## config.mk

```make
export PLATFORM = sky130hd
export DESIGN_NAME = mul_sequencer
export DESIGN_NICKNAME = d
export VERILOG_FILES = /design/src/rtl/mul_sequencer.sv
export SDC_FILE = /design/constraint.sdc
export NUM_CORES = 1
export LEC_CHECK = 0
export BUFFER_PORTS_ARGS = -buffer_cell sky130_fd_sc_hd__buf_2
export CAP_MARGIN = 30
export CORE_MARGIN = 5
export CORE_UTILIZATION = 52
export DETAILED_ROUTE_END_ITERATION = 10
export PLACE_DENSITY = 0.78
export SYNTH_ARGS = -nofsm -noshare
export SYNTH_HDL_FRONTEND = slang
export SYNTH_SLANG_ARGS = --single-unit
```

## constraint.sdc

```tcl
create_clock -name clk -period 1.9 [get_ports clk]
set_clock_uncertainty 0.05 [all_clocks]
set_input_delay 0.095 -clock clk [delete_from_list [all_inputs] [get_ports clk]]
set_output_delay 0.095 -clock clk [all_outputs]
set_load 0.005 [all_outputs]
```

## src/rtl/mul_sequencer.sv

```systemverilog
// Control sequencer for a shift-add multiplier: clear B, then per operand
// bit optionally add A into B and shift B:C right, ITER times.
module mul_sequencer #(
  parameter int ITER = 30,
  parameter int CW   = 5
) (
  input  logic          clk,
  input  logic          resetn,
  input  logic          start,
  input  logic          abort,
  input  logic          reg_c_30,
  output logic          busy,
  output logic          done,
  output logic          do_clear_b,
  output logic          do_sum,
  output logic          do_right_shift_bc,
  output logic [CW-1:0] iter_count
);

  // One-hot encoding so every strobe is a flop bit of the state register
  typedef enum logic [5:0] {
    S_IDLE = 6'b000001,
    S_CLR  = 6'b000010,
    S_CHK  = 6'b000100,
    S_ADD  = 6'b001000,
    S_SHF  = 6'b010000,
    S_DONE = 6'b100000
  } state_t;

  localparam logic [CW:0] ITER_W = (CW+1)'(ITER);
  localparam logic [CW:0] ONE_W  = (CW+1)'(1);

  state_t        r_state;
  logic [CW-1:0] r_cnt;
  logic [CW:0]   w_cnt_inc;
  logic          w_last;

  // Extra bit keeps the last-iteration compare free of wrap
  assign w_cnt_inc = {1'b0, r_cnt} + ONE_W;
  assign w_last    = (w_cnt_inc >= ITER_W);

  always_ff @(posedge clk or negedge resetn) begin
    if (!resetn) begin
      r_state <= S_IDLE;
      r_cnt   <= '0;
    end else begin
      unique case (r_state)
        S_IDLE: begin
          if (start && !abort) r_state <= S_CLR;
        end
        S_CLR: begin
          if (abort) begin
            r_state <= S_IDLE;
          end else begin
            r_state <= S_CHK;
            r_cnt   <= '0;
          end
        end
        S_CHK: begin
          if (abort)         r_state <= S_IDLE;
          else if (reg_c_30) r_state <= S_ADD;
          else               r_state <= S_SHF;
        end
        S_ADD: begin
          r_state <= abort ? S_IDLE : S_SHF;
        end
        S_SHF: begin
          if (abort) begin
            r_state <= S_IDLE;
          end else begin
            r_cnt   <= w_cnt_inc[CW-1:0];
            r_state <= w_last ? S_DONE : S_CHK;
          end
        end
        S_DONE: begin
          r_state <= S_IDLE;
        end
        default: begin
          r_state <= S_IDLE;
        end
      endcase
    end
  end

  assign busy              = ~r_state[0];
  assign do_clear_b        = r_state[1];
  assign do_sum            = r_state[3];
  assign do_right_shift_bc = r_state[4];
  assign done              = r_state[5];
  assign iter_count        = r_cnt;

endmodule

```

Yosys cells after proc, flatten, opt, wreduce, memory -nomap -nowiden
Index checks and enable logic that the tools add are counted.
{"block": "totals", "reg_bits": 11, "latchBits": 0, "mem_bits_rw": 0, "mem_bits_ro": 0, "mem_count": 0}
{"block": "op_classes", "n_addsub": 1, "n_mul": 0, "div_mod_pow": 0, "n_lt_le_gt_ge": 1, "n_eq_ne": 8, "shifts": 0, "muxes": 11, "bitwise_logic": 1, "n_reduce_logical": 4}
{"operator": "$pmux W6 S5", "count": 1}
{"operator": "$mux W5", "count": 5}
{"operator": "$mux W6", "count": 3}
{"operator": "$pmux W5 S2", "count": 1}
{"operator": "$add A5 B1 Y6 const B", "count": 1}
{"operator": "$eq A6 B1 Y1 const B", "count": 1}
{"operator": "$eq A6 B2 Y1 const B", "count": 1}
{"operator": "$eq A6 B3 Y1 const B", "count": 1}
{"operator": "$eq A6 B4 Y1 const B", "count": 1}
{"operator": "$eq A6 B5 Y1 const B", "count": 1}
{"operator": "$ge A6 B5 Y1 const B", "count": 1}
{"operator": "$ne A2 B2 Y1 const B", "count": 3}
{"operator": "$mux W3", "count": 1}
{"operator": "$reduce_and A3 Y1", "count": 1}
{"operator": "$reduce_bool A2 Y1", "count": 1}
{"operator": "$logic_and A1 B1 Y1", "count": 1}
{"operator": "$logic_not A1 Y1", "count": 1}
{"operator": "$not A1 Y1", "count": 1}

Longest topological paths before layout
{"block": "logic_depth", "ltp_word": 5, "mapped_depth": 6, "ltp_nobuf": 6}

Least setup slack after synthesis
OpenSTA, ideal clock, no wires.
{"block": "synth_path", "kind": "register to register", "startpoint": "reg r_cnt[1], in the netlist iter_count[1]", "endpoint": "reg r_state[5]", "setup_time_ns": 0.120, "t_arrival_ns": 1.433, "required_time_ns": 1.730, "setup_slack_ns": 0.297, "path_stages_with_launch": 7, "period_less_slack_ns": 1.603, "cell_sequence": "dfrtp_1 > inv_1 > ha_1 > nor2b_1 > nor2_1 > maj3_2 > and3b_1"}
{"block": "synth_via", "elab_chain_len": 5}
{"element": "start, declared", "line": "34", "text": "logic [CW-1:0] r_cnt;"}
{"element": "start signal, assigned", "line": "71", "text": "r_cnt <= w_cnt_inc[CW-1:0];"}
{"element": "$add A5 B1 Y6", "line": "39", "text": "assign w_cnt_inc = {1'b0, r_cnt} + ONE_W;"}
{"element": "$ge A6 B5 Y1", "line": "40", "text": "assign w_last = (w_cnt_inc >= ITER_W);"}
{"element": "$mux W6", "line": "72", "text": "r_state <= w_last ? S_DONE : S_CHK;"}
{"element": "$mux W6", "line": "68", "text": "if (abort) begin"}
{"element": "$pmux W6 S5", "line": "47", "text": "unique case (r_state)"}
{"element": "end signal, assigned", "line": "65", "text": "r_state <= abort ? S_IDLE : S_SHF;"}
{"element": "end signal, assigned", "line": "72"}
{"element": "end, declared", "line": "33", "text": "state_t r_state;"}
No other way between the ends.
A chain may end at the register's enable or synchronous reset.

Final worst setup path
{"block": "layout_path", "startpoint": "reg r_cnt[0], in the netlist iter_count[0]", "endpoint": "reg r_state[2]"}
Same word-level chain as after synthesis.

==> flow_metrics.py <==
metrics = {
    "global_routing": {
        "global_route_wire_length_before_repair_mm": 2.70,
        "number_of_global_route_vias_before_repair": 603,
        "antenna_found_initial": 0,
        "overall_track_demand_over_capacity_in_global_routing": 0.175,
        "global_route_overflow": 0,
        "maximum_number_of_pins_on_one_net_before_global_route_repair": 18,
    },
    "synth": {
        "post_synth_fa_ha_maj_area_fraction": 0.0501,
        "synth_cells": 77,
        "async_reset_ff_frac": 1.00,
        "synth-xor-area-share": 0.0466,
        "dominantRegCellSynth": "sky130_fd_sc_hd__dfrtp_1",
        "ys_warn_count": 0,
        "main_combinational_cell_family_by_area_after_synthesis": "simple AND/OR/NAND/NOR gates",
        "synth_edf_count": 0,
        "syn-num-nets": 84,
        "synth.ff_latch_count": 11,
        "synth_compound_gate_area_share": 0.117,
        "synth_area_um2": 724,
        "ys_types": 33,
        "synth.area.mux_share": 0.0294,
        "post_synth.cell_area_avg_um2": 9.41,
        "ys_seq_area_frac": 0.382,
        "synth_area_in_simple_gates": 0.316,
    },
    "cells_and_area": {
        "final_area_um2": 822,
        "drive_gt1_frac": 0.286,
        "finish.utilization": 0.624,
        "insertedDiodeCount": 0,
        "mostFrequentLayoutCells": "14 x sky130_fd_sc_hd__buf_2, 12 x sky130_fd_sc_hd__nand3_1, 10 x sky130_fd_sc_hd__dfrtp_1",
        "finalNetCount": 99,
        "final_common_cell": "sky130_fd_sc_hd__buf_2",
        "area_growth_syn_to_layout_pct": 13.5,
    },
    "setup_path": {
        "rr_worst_depth": 5,
        "timing.critical_path.required_ns": 2.04,
        "worst_r2r_startpoint": "iter_count[0]$_DFFE_PN0P_",
        "capture_point_of_the_worst_reg_to_reg_path": "r_state[2]$_DFFE_PN0P_",
        "regToRegSetupSlack_ns": 0.19,
        "cp_max_fo": 7,
        "startpoint": "iter_count[0]$_DFFE_PN0P_",
        "endpoint": "r_state[2]$_DFFE_PN0P_",
        "critical_path.endpoint_type": "register",
        "arrival_time_at_the_worst_endpoint_ns": 1.85,
        "timing.critical_path.from_type": "register",
        "path_class": "reg -> reg",
    },
    "clock_network": {
        "cts-root-buf": "sky130_fd_sc_hd__clkbuf_4",
        "insertion_delay_to_the_later_sink_of_the_worst_skew_pair_ns": 0.27,
        "worst_setup_hold_path_clk_slew_ns": 0.07,
        "postCtsSetupBuffers": 0,
        "cts_inserted_buffers": 3,
        "clockBufferDepth": 2,
        "cts_tree": "yes",
        "htree_num_levels": 1,
        "tritoncts_num_sinks": 11,
    },
    "sta": {
        "timing.final.crit_period_ns": 1.71,
        "slew_headroom": 0.590,
        "final_max_tran_viols": 0,
        "final_min_period_over_clock_period": 0.902,
        "fmaxAchievable_mhz": 584,
        "finalHoldViolCount": 0,
        "grt_setup_unrepaired": "no",
        "fin_tns_setup_ns": 0,
        "final-setup-viol-count": 0,
        "post-route-worst-setup-slack_ns": 0.187,
        "worst-slew-pin-transition_ns": 0.615,
    },
    "detailed_routing": {
        "wirelength_met1_um": 688,
        "totalWireLength_mm": 1.60,
        "via_count": 647,
        "drt_pass1_iterations": 4,
        "routed.top_layer": "met4",
        "remaining_drc_errors": 0,
        "met2_length_um": 809,
        "wl_per_cell_um": 15.1,
        "drtAntennaViolNets": 0,
        "drt-initial-drc-count": 8,
        "met3RoutedLength_um": 94,
        "routed_via_density": 6.10,
    },
    "floorplan": {
        "die_w_um": 47.3,
        "die_area_mm2": 0.00224,
        "placement_rows": 13,
        "pin_count": 15,
        "fp.dieH_um": 47.3,
        "fp.coreArea_mm2": 0.00132,
        "start_util": 0.550,
    },
    "power": {
        "pwr-share-seq": 0.511,
        "vdd_drop_max_mv": 0.383,
        "power.share.combinational": 0.228,
        "cell_internal_pwr_mw": 0.415,
        "power_switching_share": 0.325,
        "clockPowerShare": 0.262,
        "power_mw": 0.614,
        "static-leakage-power_nw": 0.362,
        "power_density_mw_per_mm2": 746,
        "p_switching_mw": 0.199,
    },
    "min_path": {
        "type_of_the_most_critical_hold_path": "in -> reg",
    },
    "placement": {
        "finalWeightedCongestion": 0.782,
        "port_buffers": 14,
        "post_dp_cell_area_um2": 786,
        "placement.setup.worst_slack_ns": 0.197,
        "half_perimeter_wire_length_of_the_detailed_placement_result_mm": 1.17,
    },
    "outcome": {
        "outcome": "completed",
    },
    "job": {
        "cap_viol_max_count": 0,
    },
}
[repair_timing]
item	CTS	global route
endpoints found under the hold margin	11	0
resized for setup	0	0
hold buffers	1	0
[critical path: stages, from the launching register on]
cell and delay [ns]:
sky130_fd_sc_hd__dfrtp_1 0.46, sky130_fd_sc_hd__ha_1 0.33, sky130_fd_sc_hd__nor2b_1 0.23, sky130_fd_sc_hd__nor4_1 0.10, sky130_fd_sc_hd__nor4_1 0.30, sky130_fd_sc_hd__nor2b_1 0.18
[worst min-delay path by stage]
stage	startpoint	end	slack (ns)	cells past startpoint
floorplan	resetn	iter_count[0]$_DFFE_PN0P_	-0.25	0
global placement	resetn	iter_count[4]$_DFFE_PN0P_	-0.07	1
detailed placement	resetn	iter_count[4]$_DFFE_PN0P_	-0.07	1
CTS	reg_c_30	r_state[3]$_DFFE_PN0P_	0.02	2
global route	reg_c_30	r_state[3]$_DFFE_PN0P_	0.04	2
finish	reg_c_30	r_state[3]$_DFFE_PN0P_	0.03	2
[per-layer routing]
metal | up-vias | global-route usage
li1 | 317 | -
met1 | 315 | 0.207
met2 | 13 | 0.297
met3 | 2 | 0.0728
met4 | 0 | 0.0331
met5 | - | 0
[per-stage QoR]
step / hold slack [ns] / instances
3_3_place_gp: -0.0719 / 101
5_1_grt: 0.0358 / 106
4_1_cts: 0.0231 / 106
2_1_floorplan: -0.251 / 77
6_report: 0.0298 / 106
3_5_place_dp: -0.0698 / 101
[synth_stat cells, types with 2 or more instances]
cell type / n / area, µm²
sky130_fd_sc_hd__inv_1: 2 / 7.51
sky130_fd_sc_hd__o2bb2ai_1: 2 / 17.5
sky130_fd_sc_hd__and3_1: 2 / 12.5
sky130_fd_sc_hd__o21ai_0: 3 / 15.0
sky130_fd_sc_hd__buf_2: 4 / 20.0
sky130_fd_sc_hd__xnor2_1: 2 / 17.5
sky130_fd_sc_hd__nor3_1: 2 / 10.0
sky130_fd_sc_hd__nand3_1: 12 / 60.1
sky130_fd_sc_hd__ha_1: 2 / 25.0
sky130_fd_sc_hd__nand2_1: 2 / 7.51
sky130_fd_sc_hd__a21oi_1: 4 / 20.0
sky130_fd_sc_hd__dfrtp_1: 10 / 250
sky130_fd_sc_hd__nor2b_1: 2 / 12.5
sky130_fd_sc_hd__nor4_1: 4 / 25.0
sky130_fd_sc_hd__nor2_1: 6 / 22.5
[cell families (layout without fill, tap and decap cells)]
kind of cell	Yosys count	count (layout)
AO/OA/AOI/OAI	13	13
XOR/XNOR	3	3
adder cells (fa/ha/maj)	3	3
buffers and inverters	8	22
flip-flops	11	11
multiplexers	2	2
AND/OR/NAND/NOR	37	37
[flip-flops by register name (all words and copies together) (netlist names)]
register    count
iter_count      5
r_state         6
[layout make-up]
type | count | area [µm²]
tap | 15 | 18.8
multi-input combinational | 58 | 405
fill | 126 | 495
sequential | 11 | 277
inverter | 2 | 7.51
clock buffer | 4 | 26.3
timing repair buffer | 16 | 87.6
[power groups by stage]
stage	Clock (mW)	Combinational [mW]	Sequential (mW)
2_1_floorplan	0	0.121	0.295
3_3_place_gp	0	0.136	0.316
3_5_place_dp	0	0.139	0.318
4_1_cts	0.166	0.141	0.314
5_1_grt	0.184	0.157	0.321
6_report	0.161	0.140	0.313
Power figures use the tool's default switching activity.
